### config.mk
export PLATFORM = sky130hd
export DESIGN_NAME = decode_stage
export DESIGN_NICKNAME = d
export VERILOG_FILES = /design/src/rtl/decode_pkg.sv /design/src/rtl/decode_comb.sv /design/src/rtl/decode_stage.sv
export SDC_FILE = /design/constraint.sdc
export NUM_CORES = 1
export LEC_CHECK = 0
export CORE_MARGIN = 5
export CORE_UTILIZATION = 36
export CTS_BUF_LIST = sky130_fd_sc_hd__clkbuf_8
export CTS_CLUSTER_SIZE = 10
export DETAILED_ROUTE_END_ITERATION = 10
export HOLD_SLACK_MARGIN = 0.02
export RECOVER_POWER = 100
export SLEW_MARGIN = 20
export SYNTH_ARGS = -nofsm -noshare
export SYNTH_HDL_FRONTEND = slang
export SYNTH_SLANG_ARGS = --single-unit
export TNS_END_PERCENT = 5
### constraint.sdc
create_clock -name clk -period 29.4 [get_ports clk]
set_input_delay 5.88 -clock clk [delete_from_list [all_inputs] [get_ports clk]]
set_output_delay 5.88 -clock clk [all_outputs]
set_load 0.1 [all_outputs]
### src/rtl/decode_pkg.sv
// Shared types and constants for the pipelined instruction decode stage.
package decode_pkg;

    // Instruction class, taken directly from inst[1:0]
    typedef enum logic [1:0] {
        IT_R = 2'b00,
        IT_I = 2'b01,
        IT_S = 2'b10,
        IT_U = 2'b11
    } itype_e;

    // Decode stage control state
    typedef enum logic {
        ST_RUN  = 1'b0,
        ST_TRAP = 1'b1
    } state_e;

    // Major opcodes, inst[6:2]
    localparam logic [4:0] OP_BASE   = 5'b00000;
    localparam logic [4:0] OP_MUL    = 5'b00001;
    localparam logic [4:0] OP_LOGIC  = 5'b00010;
    localparam logic [4:0] OP_DIV    = 5'b00011;
    localparam logic [4:0] OP_CMPX   = 5'b00100;
    localparam logic [4:0] OP_MINMAX = 5'b00111;

    // Function-3 selectors, inst[14:12]
    localparam logic [2:0] F3_0 = 3'd0;
    localparam logic [2:0] F3_1 = 3'd1;
    localparam logic [2:0] F3_2 = 3'd2;
    localparam logic [2:0] F3_3 = 3'd3;
    localparam logic [2:0] F3_4 = 3'd4;
    localparam logic [2:0] F3_5 = 3'd5;
    localparam logic [2:0] F3_6 = 3'd6;

    // ALU operation codes
    localparam logic [4:0] ALU_ADD    = 5'b00000;
    localparam logic [4:0] ALU_SUB    = 5'b00001;
    localparam logic [4:0] ALU_MUL    = 5'b00010;
    localparam logic [4:0] ALU_MULH   = 5'b00011;
    localparam logic [4:0] ALU_MULHSU = 5'b00100;
    localparam logic [4:0] ALU_MULHU  = 5'b00101;
    localparam logic [4:0] ALU_DIV    = 5'b00110;
    localparam logic [4:0] ALU_DIVU   = 5'b00111;
    localparam logic [4:0] ALU_REM    = 5'b01000;
    localparam logic [4:0] ALU_REMU   = 5'b01001;
    localparam logic [4:0] ALU_DIVW   = 5'b01010;
    localparam logic [4:0] ALU_AND    = 5'b01011;
    localparam logic [4:0] ALU_OR     = 5'b01100;
    localparam logic [4:0] ALU_NAND   = 5'b01101;
    localparam logic [4:0] ALU_XOR    = 5'b01110;
    localparam logic [4:0] ALU_NOR    = 5'b01111;
    localparam logic [4:0] ALU_ANDN   = 5'b10000;
    localparam logic [4:0] ALU_XNOR   = 5'b10001;
    localparam logic [4:0] ALU_MIN    = 5'b10010;
    localparam logic [4:0] ALU_MAX    = 5'b10011;
    localparam logic [4:0] ALU_MINU   = 5'b10100;
    localparam logic [4:0] ALU_SLT    = 5'b10101;
    localparam logic [4:0] ALU_SLTU   = 5'b10110;
    localparam logic [4:0] ALU_SEQ    = 5'b10111;
    localparam logic [4:0] ALU_SNE    = 5'b11000;
    localparam logic [4:0] ALU_SLL    = 5'b11010;
    localparam logic [4:0] ALU_SRA    = 5'b11011;
    localparam logic [4:0] ALU_SRL    = 5'b11100;
    localparam logic [4:0] ALU_ROR    = 5'b11101;

    // Width-independent part of a decoded bundle
    typedef struct packed {
        logic [4:0] aluop;
        itype_e     itype;
        logic [4:0] rs1;
        logic [4:0] rs2;
        logic [4:0] rd;
        logic       illegal;
    } dec_t;

    // Register-form lookup: returns {legal, aluop}
    function automatic logic [5:0] rtype_lookup(input logic [4:0] op, input logic [2:0] f3);
        logic [5:0] r;
        r = '0;
        case (op)
            OP_BASE: case (f3)
                F3_0: r = {1'b1, ALU_ADD};
                F3_1: r = {1'b1, ALU_SUB};
                F3_2: r = {1'b1, ALU_SLT};
                F3_3: r = {1'b1, ALU_SLTU};
                F3_4: r = {1'b1, ALU_SLL};
                F3_5: r = {1'b1, ALU_SRL};
                default: r = '0;
            endcase
            OP_CMPX: case (f3)
                F3_2: r = {1'b1, ALU_SEQ};
                F3_3: r = {1'b1, ALU_SNE};
                F3_4: r = {1'b1, ALU_SRA};
                F3_5: r = {1'b1, ALU_ROR};
                default: r = '0;
            endcase
            OP_MUL: case (f3)
                F3_0: r = {1'b1, ALU_MUL};
                F3_1: r = {1'b1, ALU_MULH};
                F3_2: r = {1'b1, ALU_MULHSU};
                F3_3: r = {1'b1, ALU_MULHU};
                F3_4: r = {1'b1, ALU_DIV};
                default: r = '0;
            endcase
            OP_DIV: case (f3)
                F3_1: r = {1'b1, ALU_DIVU};
                F3_2: r = {1'b1, ALU_REM};
                F3_3: r = {1'b1, ALU_REMU};
                F3_4: r = {1'b1, ALU_DIVW};
                default: r = '0;
            endcase
            OP_LOGIC: case (f3)
                F3_0: r = {1'b1, ALU_AND};
                F3_1: r = {1'b1, ALU_OR};
                F3_2: r = {1'b1, ALU_XOR};
                F3_3: r = {1'b1, ALU_ANDN};
                F3_4: r = {1'b1, ALU_NAND};
                F3_5: r = {1'b1, ALU_NOR};
                F3_6: r = {1'b1, ALU_XNOR};
                default: r = '0;
            endcase
            OP_MINMAX: case (f3)
                F3_0: r = {1'b1, ALU_MIN};
                F3_1: r = {1'b1, ALU_MAX};
                F3_3: r = {1'b1, ALU_MINU};
                default: r = '0;
            endcase
            default: r = '0;
        endcase
        return r;
    endfunction

endpackage

### src/rtl/decode_comb.sv
// Combinational instruction decoder: fields, ALU op, legality and immediate.
module decode_comb
    import decode_pkg::*;
#(
    parameter int unsigned XLEN = 32
) (
    input  logic [31:0]     inst,
    output dec_t            dec,
    output logic [XLEN-1:0] imm
);

    logic [5:0] rlook;
    logic [4:0] op;
    logic [2:0] f3;
    logic       legal;

    // Decode one instruction word into a bundle
    always_comb begin
        dec       = '0;
        imm       = '0;
        legal     = 1'b1;
        op        = inst[6:2];
        f3        = inst[14:12];
        rlook     = rtype_lookup(op, f3);
        dec.itype = itype_e'(inst[1:0]);
        dec.rs1   = inst[19:15];
        dec.rs2   = inst[24:20];
        dec.rd    = inst[11:7];
        dec.aluop = ALU_ADD;
        case (dec.itype)
            IT_R: begin
                legal     = rlook[5];
                dec.aluop = rlook[4:0];
            end
            IT_I: begin
                // Immediate forms reuse the register table, minus OP_CMPX and the
                // OP_BASE entries that have no immediate variant
                legal     = rlook[5] && (op != OP_CMPX) &&
                            ((op != OP_BASE) || (f3 == F3_2) || (f3 == F3_4) || (f3 == F3_5));
                dec.aluop = rlook[4:0];
                imm       = XLEN'($signed(inst[31:20]));
            end
            IT_S: begin
                imm = XLEN'($signed({inst[31:25], inst[11:7]}));
            end
            default: begin
                imm = XLEN'($signed({inst[31:12], 12'h000}));
            end
        endcase
        if (!legal) begin
            dec.aluop = ALU_ADD;
        end
        dec.illegal = !legal;
    end

endmodule

### src/rtl/decode_stage.sv
// Registered decode stage with valid/ready handshakes, 1-entry skid buffer and trap FSM.
module decode_stage
    import decode_pkg::*;
#(
    parameter int unsigned XLEN            = 32,
    parameter bit          TRAP_ON_ILLEGAL = 1'b1
) (
    input  logic            clk,
    input  logic            rst,
    input  logic            flush,
    input  logic            in_valid,
    output logic            in_ready,
    input  logic [31:0]     in_inst,
    input  logic [XLEN-1:0] in_pc,
    output logic            out_valid,
    input  logic            out_ready,
    output logic [4:0]      out_aluop,
    output logic [1:0]      out_itype,
    output logic [4:0]      out_rs1,
    output logic [4:0]      out_rs2,
    output logic [4:0]      out_rd,
    output logic [XLEN-1:0] out_imm,
    output logic [XLEN-1:0] out_pc,
    output logic            out_illegal,
    output logic            trapped
);

    dec_t            in_dec;
    logic [XLEN-1:0] in_imm;

    dec_t            out_q;
    logic [XLEN-1:0] out_imm_q;
    logic [XLEN-1:0] out_pc_q;
    logic            out_valid_q;

    dec_t            skid_q;
    logic [XLEN-1:0] skid_imm_q;
    logic [XLEN-1:0] skid_pc_q;
    logic            skid_full, skid_full_n;

    logic            in_ready_q, in_ready_n;
    logic            accept, out_free;
    state_e          state, state_n;

    decode_comb #(.XLEN(XLEN)) u_comb (
        .inst (in_inst),
        .dec  (in_dec),
        .imm  (in_imm)
    );

    assign accept   = in_valid && in_ready_q && !flush;
    assign out_free = !out_valid_q || out_ready;

    // Next state, next skid occupancy and next in_ready
    always_comb begin
        state_n     = state;
        skid_full_n = out_free ? 1'b0 : (skid_full || accept);
        if (flush) begin
            state_n     = ST_RUN;
            skid_full_n = 1'b0;
        end else if (accept && in_dec.illegal && TRAP_ON_ILLEGAL) begin
            state_n = ST_TRAP;
        end
        in_ready_n = (state_n == ST_RUN) && !skid_full_n;
    end

    // FSM state register
    always_ff @(posedge clk) begin
        if (rst) begin
            state <= ST_RUN;
        end else begin
            state <= state_n;
        end
    end

    // Output register, skid entry and registered in_ready
    always_ff @(posedge clk) begin
        if (rst) begin
            out_valid_q <= 1'b0;
            out_q       <= '0;
            out_imm_q   <= '0;
            out_pc_q    <= '0;
            skid_full   <= 1'b0;
            in_ready_q  <= 1'b0;
        end else begin
            skid_full  <= skid_full_n;
            in_ready_q <= in_ready_n;
            if (flush) begin
                out_valid_q <= 1'b0;
            end else if (out_free) begin
                // in_ready is low whenever the skid is full, so no accept competes with the drain
                if (skid_full) begin
                    out_q       <= skid_q;
                    out_imm_q   <= skid_imm_q;
                    out_pc_q    <= skid_pc_q;
                    out_valid_q <= 1'b1;
                end else if (accept) begin
                    out_q       <= in_dec;
                    out_imm_q   <= in_imm;
                    out_pc_q    <= in_pc;
                    out_valid_q <= 1'b1;
                end else begin
                    out_valid_q <= 1'b0;
                end
            end else if (accept) begin
                skid_q     <= in_dec;
                skid_imm_q <= in_imm;
                skid_pc_q  <= in_pc;
            end
        end
    end

    assign in_ready    = in_ready_q;
    assign out_valid   = out_valid_q;
    assign out_aluop   = out_q.aluop;
    assign out_itype   = out_q.itype;
    assign out_rs1     = out_q.rs1;
    assign out_rs2     = out_q.rs2;
    assign out_rd      = out_q.rd;
    assign out_illegal = out_q.illegal;
    assign out_imm     = out_imm_q;
    assign out_pc      = out_pc_q;
    assign trapped     = (state == ST_TRAP);

endmodule

; ---- Word-level counts from Yosys, hierarchy flattened
; Index checks and enable logic that the tools add are counted.
[word_totals]
output_inout_bits = 90
inputBits = 69
elab_cells = 85
regBits = 178
[op_classes]
n_eq_ne = 14
reduce_logical = 24
muxes = 23
bitwise_logic = 4
[op_table]
columns = operator, count
row1 = 32-bit two-way mux, 4
row2 = 32-bit one-hot mux with 3 select lines, 1
row3 = 6-bit one-hot mux with 6 select lines, 2
row4 = 6-bit one-hot mux with 4 select lines, 2
row5 = 23-bit two-way mux, 2
row6 = 6-bit one-hot mux with 7 select lines, 1
row7 = 6-bit one-hot mux with 5 select lines, 1
row8 = 6-bit one-hot mux with 3 select lines, 1
row9 = "5-bit by 2-bit == test with 1-bit output, second input constant", 2
row10 = "5-bit by 3-bit == test with 1-bit output, second input constant", 2
row11 = 5-bit two-way mux, 2
row12 = "3-bit == test, second input constant", 3
row13 = "3-bit by 2-bit == test with 1-bit output, second input constant", 2
row14 = 1-bit logical AND, 6
row15 = 1-bit two-way mux, 6
row16 = "5-bit by 1-bit == test with 1-bit output, second input constant", 1
row17 = 5-bit logical NOT, 1
row18 = 1-bit logical OR, 5
row19 = "5-bit by 3-bit inequality test with 1-bit output, second input constant", 1
row20 = 5-bit nonzero test, 1
row21 = 1-bit logical NOT, 4
row22 = 1-bit NOT, 4
row23 = 4-bit AND reduction, 1
row24 = 2-bit OR reduction, 2
row25 = 8 further kinds, 8

; ---- Depth between registers and ports, before layout
[depth]
depth_word = 12
mapped_depth = 8
ltp_nobuf = 6

; ---- Modules after synthesis
; Synthesis repeated with hierarchy kept, for this count alone.
[unflattened]
cells_unflattened = 747
hier_area_um2 = 8444.3
[modules_own_cells]
columns = module, seq_area_each_um2, n_inst, cells_per_inst, area_per_inst_um2
row1 = decode_stage, 4434.3, 1, 598, 7443.4
row2 = decode_comb, 0.0, 1, 149, 1001.0

; ---- Worst setup path after synthesis
; OpenSTA, ideal clock, no wires.
[synth_timing]
kind = input to register
start = input rst
end = register skid_imm_q[0] (enable)
slack_ns = 14.241
path_stages = 2
t_required_ns = 28.652
path_buffers = 1
setup_ns = 0.748
t_arrival_ns = 14.411
path_cell_list = clkbuf_1 -> nor4_1
[synth_between]
elab_chain_len = 2
[synth_lines]
columns = element, line
row1 = "start, declared", decode_stage.sv:9  ; input logic rst,
row2 = 1-bit NOT (no line), -
row3 = 4-bit AND reduction (no line), -
row4 = "end signal, assigned", decode_stage.sv:107  ; skid_imm_q <= in_imm;
row5 = "end, declared", decode_stage.sv:37  ; logic [XLEN-1:0] skid_imm_q;
; Every way passes these cells.
; A chain may end at the register's enable or synchronous reset.

; ---- Worst setup path in the final report
[layout_timing]
start = input rst
end = register skid_imm_q[6] (enable)
; The elaborated chain is that of the path after synthesis.

==> impl_metrics.toml <==
[floorplan]
die-area_sq_um = 23500
ios = 159
rows = 52
die_h_microns = 153
die_x_microns = 153
coreArea_sq_um = 20200
start_util = 0.366

[timing]
worst_slew_pin_slew_ns = 4.51
finalHoldViolCount = 0
max_slew_margin = -2.00
hold-worst-slack_ns = 0.453
setup_viol = 0
rsz0062_at_grt = "false"
fin_skew_ns = 0.0122
drv_slew = 164
period_share = 0.388
setup-tns-final_ns = 0
fmax_mhz = 87.7
min_period_ns = 11.40

[worst_hold_path]
hold_class = "reg2reg"
worstHoldPathCells = 2

[power_and_ir_drop]
max-vdd-ir-drop_v = 0.0000281
total_power_w = 0.000513
pwr_density_cell_nw_per_um2 = 54.1
p_leak_nw = 3.32

[clocking]
path_clk_slew_ns = 0.09
post_cts_buffers = 0
cts_tree = "yes"
clock_sinks = 178
clockRootBuffer = "clkbuf_8"
clk-insertion-delay-late_ns = 0.45
htreeDepth = 4
ctsResizeCount = 0
clock_path_buffers = 2
cts_buffers = 17
cts_hold_buf = 0

[detailed_routing]
drc = 0
first_iter_violations = 339
ant_nets = 0
wl_per_cell_microns = 17.6
route.met3.wl_microns = 1100
drt_first_pass_iters = 5
viasPerCell = 5.19
wl_met1_microns = 8600
highest_layer = "met4"
vias = 5676
wl_met2_microns = 9240
routed_wl_microns = 19200

[setup_path]
cp_max_fo = 92
criticalPathCategory = "in2reg"
rr_worst_depth = 3
worst_setup_path_end_kind = "flop"
cp_data_required_time_ns = 29.35
start_kind = "input pin"
crit_arrival_ns = 11.35

[yosys]
syn-num-nets = 758
ys_seq_area_frac = 0.599
ys_ff_latch = 178
netlist_area_sq_um = 7410
synth_cell_types = 48
synth_cells = 689
yosys_warnings = 0
avgSynthCellArea_sq_um = 10.8

[global_route]
antenna_found_initial = 0
grt_pass1_wl_microns = 30900
grt_usage = 0.161
grt.overflow.total = 0
first_global_vias = 5678
grt_max_degree = 93

[placed_design]
hpwl_microns = 12500
place_congestion = 0.845
port_buffers = 158

[cells_and_area]
area_growth_pct = 28.0
drive_above_1_share = 0.0437
nets = 879
fillers = 1859
num_antenna_cells = 0

[status]
status = "finished, violations left"
violations = "max-capacitance violations, max-slew violations"

[run]
max_cap_violations = 2
==> worst max-delay path, stage by stage <==
cell and delay (ns):
clkbuf_1 1.55, nor4_1 0.92, clkbuf_1 2.92
==> layer usage <==
| layer | track usage | vias up |
|---|---|---|
| met5 | 0 | - |
| met2 | 0.267 | 170 |
| met3 | 0.0441 | 22 |
| met1 | 0.209 | 2720 |
| li1 | - | 2764 |
| met4 | 0.0454 | 0 |
==> Yosys cell counts, drive strengths merged <==
library cell,n,area share
and3,2,0.0017
or4,3,0.0035
nor4,3,0.0034
nor2,67,0.034
nand2b,28,0.024
inv,15,0.0076
nand2,64,0.032
nand3,20,0.014
o21ai,25,0.017
a31oi,3,0.0025
nor3,8,0.0054
buf,7,0.0035
or3b,1,0.0015
nand3b,4,0.0041
a311o,1,0.0014
a32o,1,0.0014
o31a,3,0.0035
a211oi,56,0.057
nor2b,3,0.0025
o21bai,1,0.0010
or2,1,0.00084
a311oi,2,0.0032
a22o,5,0.0059
or3,1,0.00084
a221o,1,0.0014
o211ai,32,0.032
mux2i,51,0.069
o211a,1,0.0014
mux2,1,0.0015
o22ai,3,0.0025
dfxtp,91,0.25
clkbuf,55,0.028
xor2,1,0.0012
and2b,1,0.0010
a222oi,1,0.0014
a21oi,32,0.022
a21o,1,0.0010
a221oi,1,0.0012
o311a,1,0.0015
nor4b,1,0.0012
o32ai,1,0.0012
o21a,3,0.0030
edfxtp,87,0.35
==> layout by cell type (no fill, tap or decap), types with 20 or more instances in the layout <==
master	instances
nand2b_1	28
a211oi_1	56
nand3_1	20
nor2_1	67
mux2i_1	51
nand2_1	63
o211ai_1	32
a21oi_1	32
edfxtp_1	87
dlygate4sd3_1	140
o21ai_0	24
dfxtp_1	90
==> final cells by class <==
type / count / area [sq um] / share of cell area
tap: 270 / 338 / 0.0356
clock inverter: 13 / 96.3 / 0.0102
sequential: 178 / 4440 / 0.468
multi-input combinational: 434 / 2680 / 0.283
clock buffer: 19 / 262 / 0.0276
inverter: 15 / 56.3 / 0.00594
timing repair buffer: 164 / 1610 / 0.170
==> power by group <==
part	switching (W)	leakage, nW	total [W]	internal, W
Combinational	0.0000660	1.62	0.0000886	0.0000226
Sequential	0.00000291	1.52	0.000268	0.000266
Clock	0.0000861	0.184	0.000156	0.0000698
==> state kept, by name, indices dropped and copies added (netlist names), 23 cells and up <==
signal      cells
skid_pc_q      32
out_imm        32
skid_q         23
out_pc         32
skid_imm_q     32
==> cells by family after synthesis <==
| kind of cell | Yosys count | share of synthesized area |
|---|---|---|
| compound gates | 174 | 0.161 |
| xor+xnor | 1 | 0.00118 |
| buf+inv | 77 | 0.0392 |
| flops | 178 | 0.599 |
| mux | 52 | 0.0704 |
| simple gates | 207 | 0.130 |
==> through the flow <==
stage               setup slack, ns  std cells  utilization  cell area [sq um]
floorplan                     14.24        689            -               7410
global placement              20.82       1061        0.452               9150
finish                        18.00       1093        0.469               9480
detailed placement            20.63       1061        0.452               9150
CTS                           21.16       1093        0.470               9510
global route                  17.37       1093        0.469               9480
==> final timing paths <==
path / to / slack [ns] / startpoint
min: out_imm[21] / 0.45 / out_imm[21]
min reg2reg: out_imm[21] / 0.45 / out_imm[21]
max reg2reg: skid_imm_q[6] / 25.13 / in_ready
max: skid_imm_q[6] / 18.00 / rst
(Power assumes the default switching activity.)
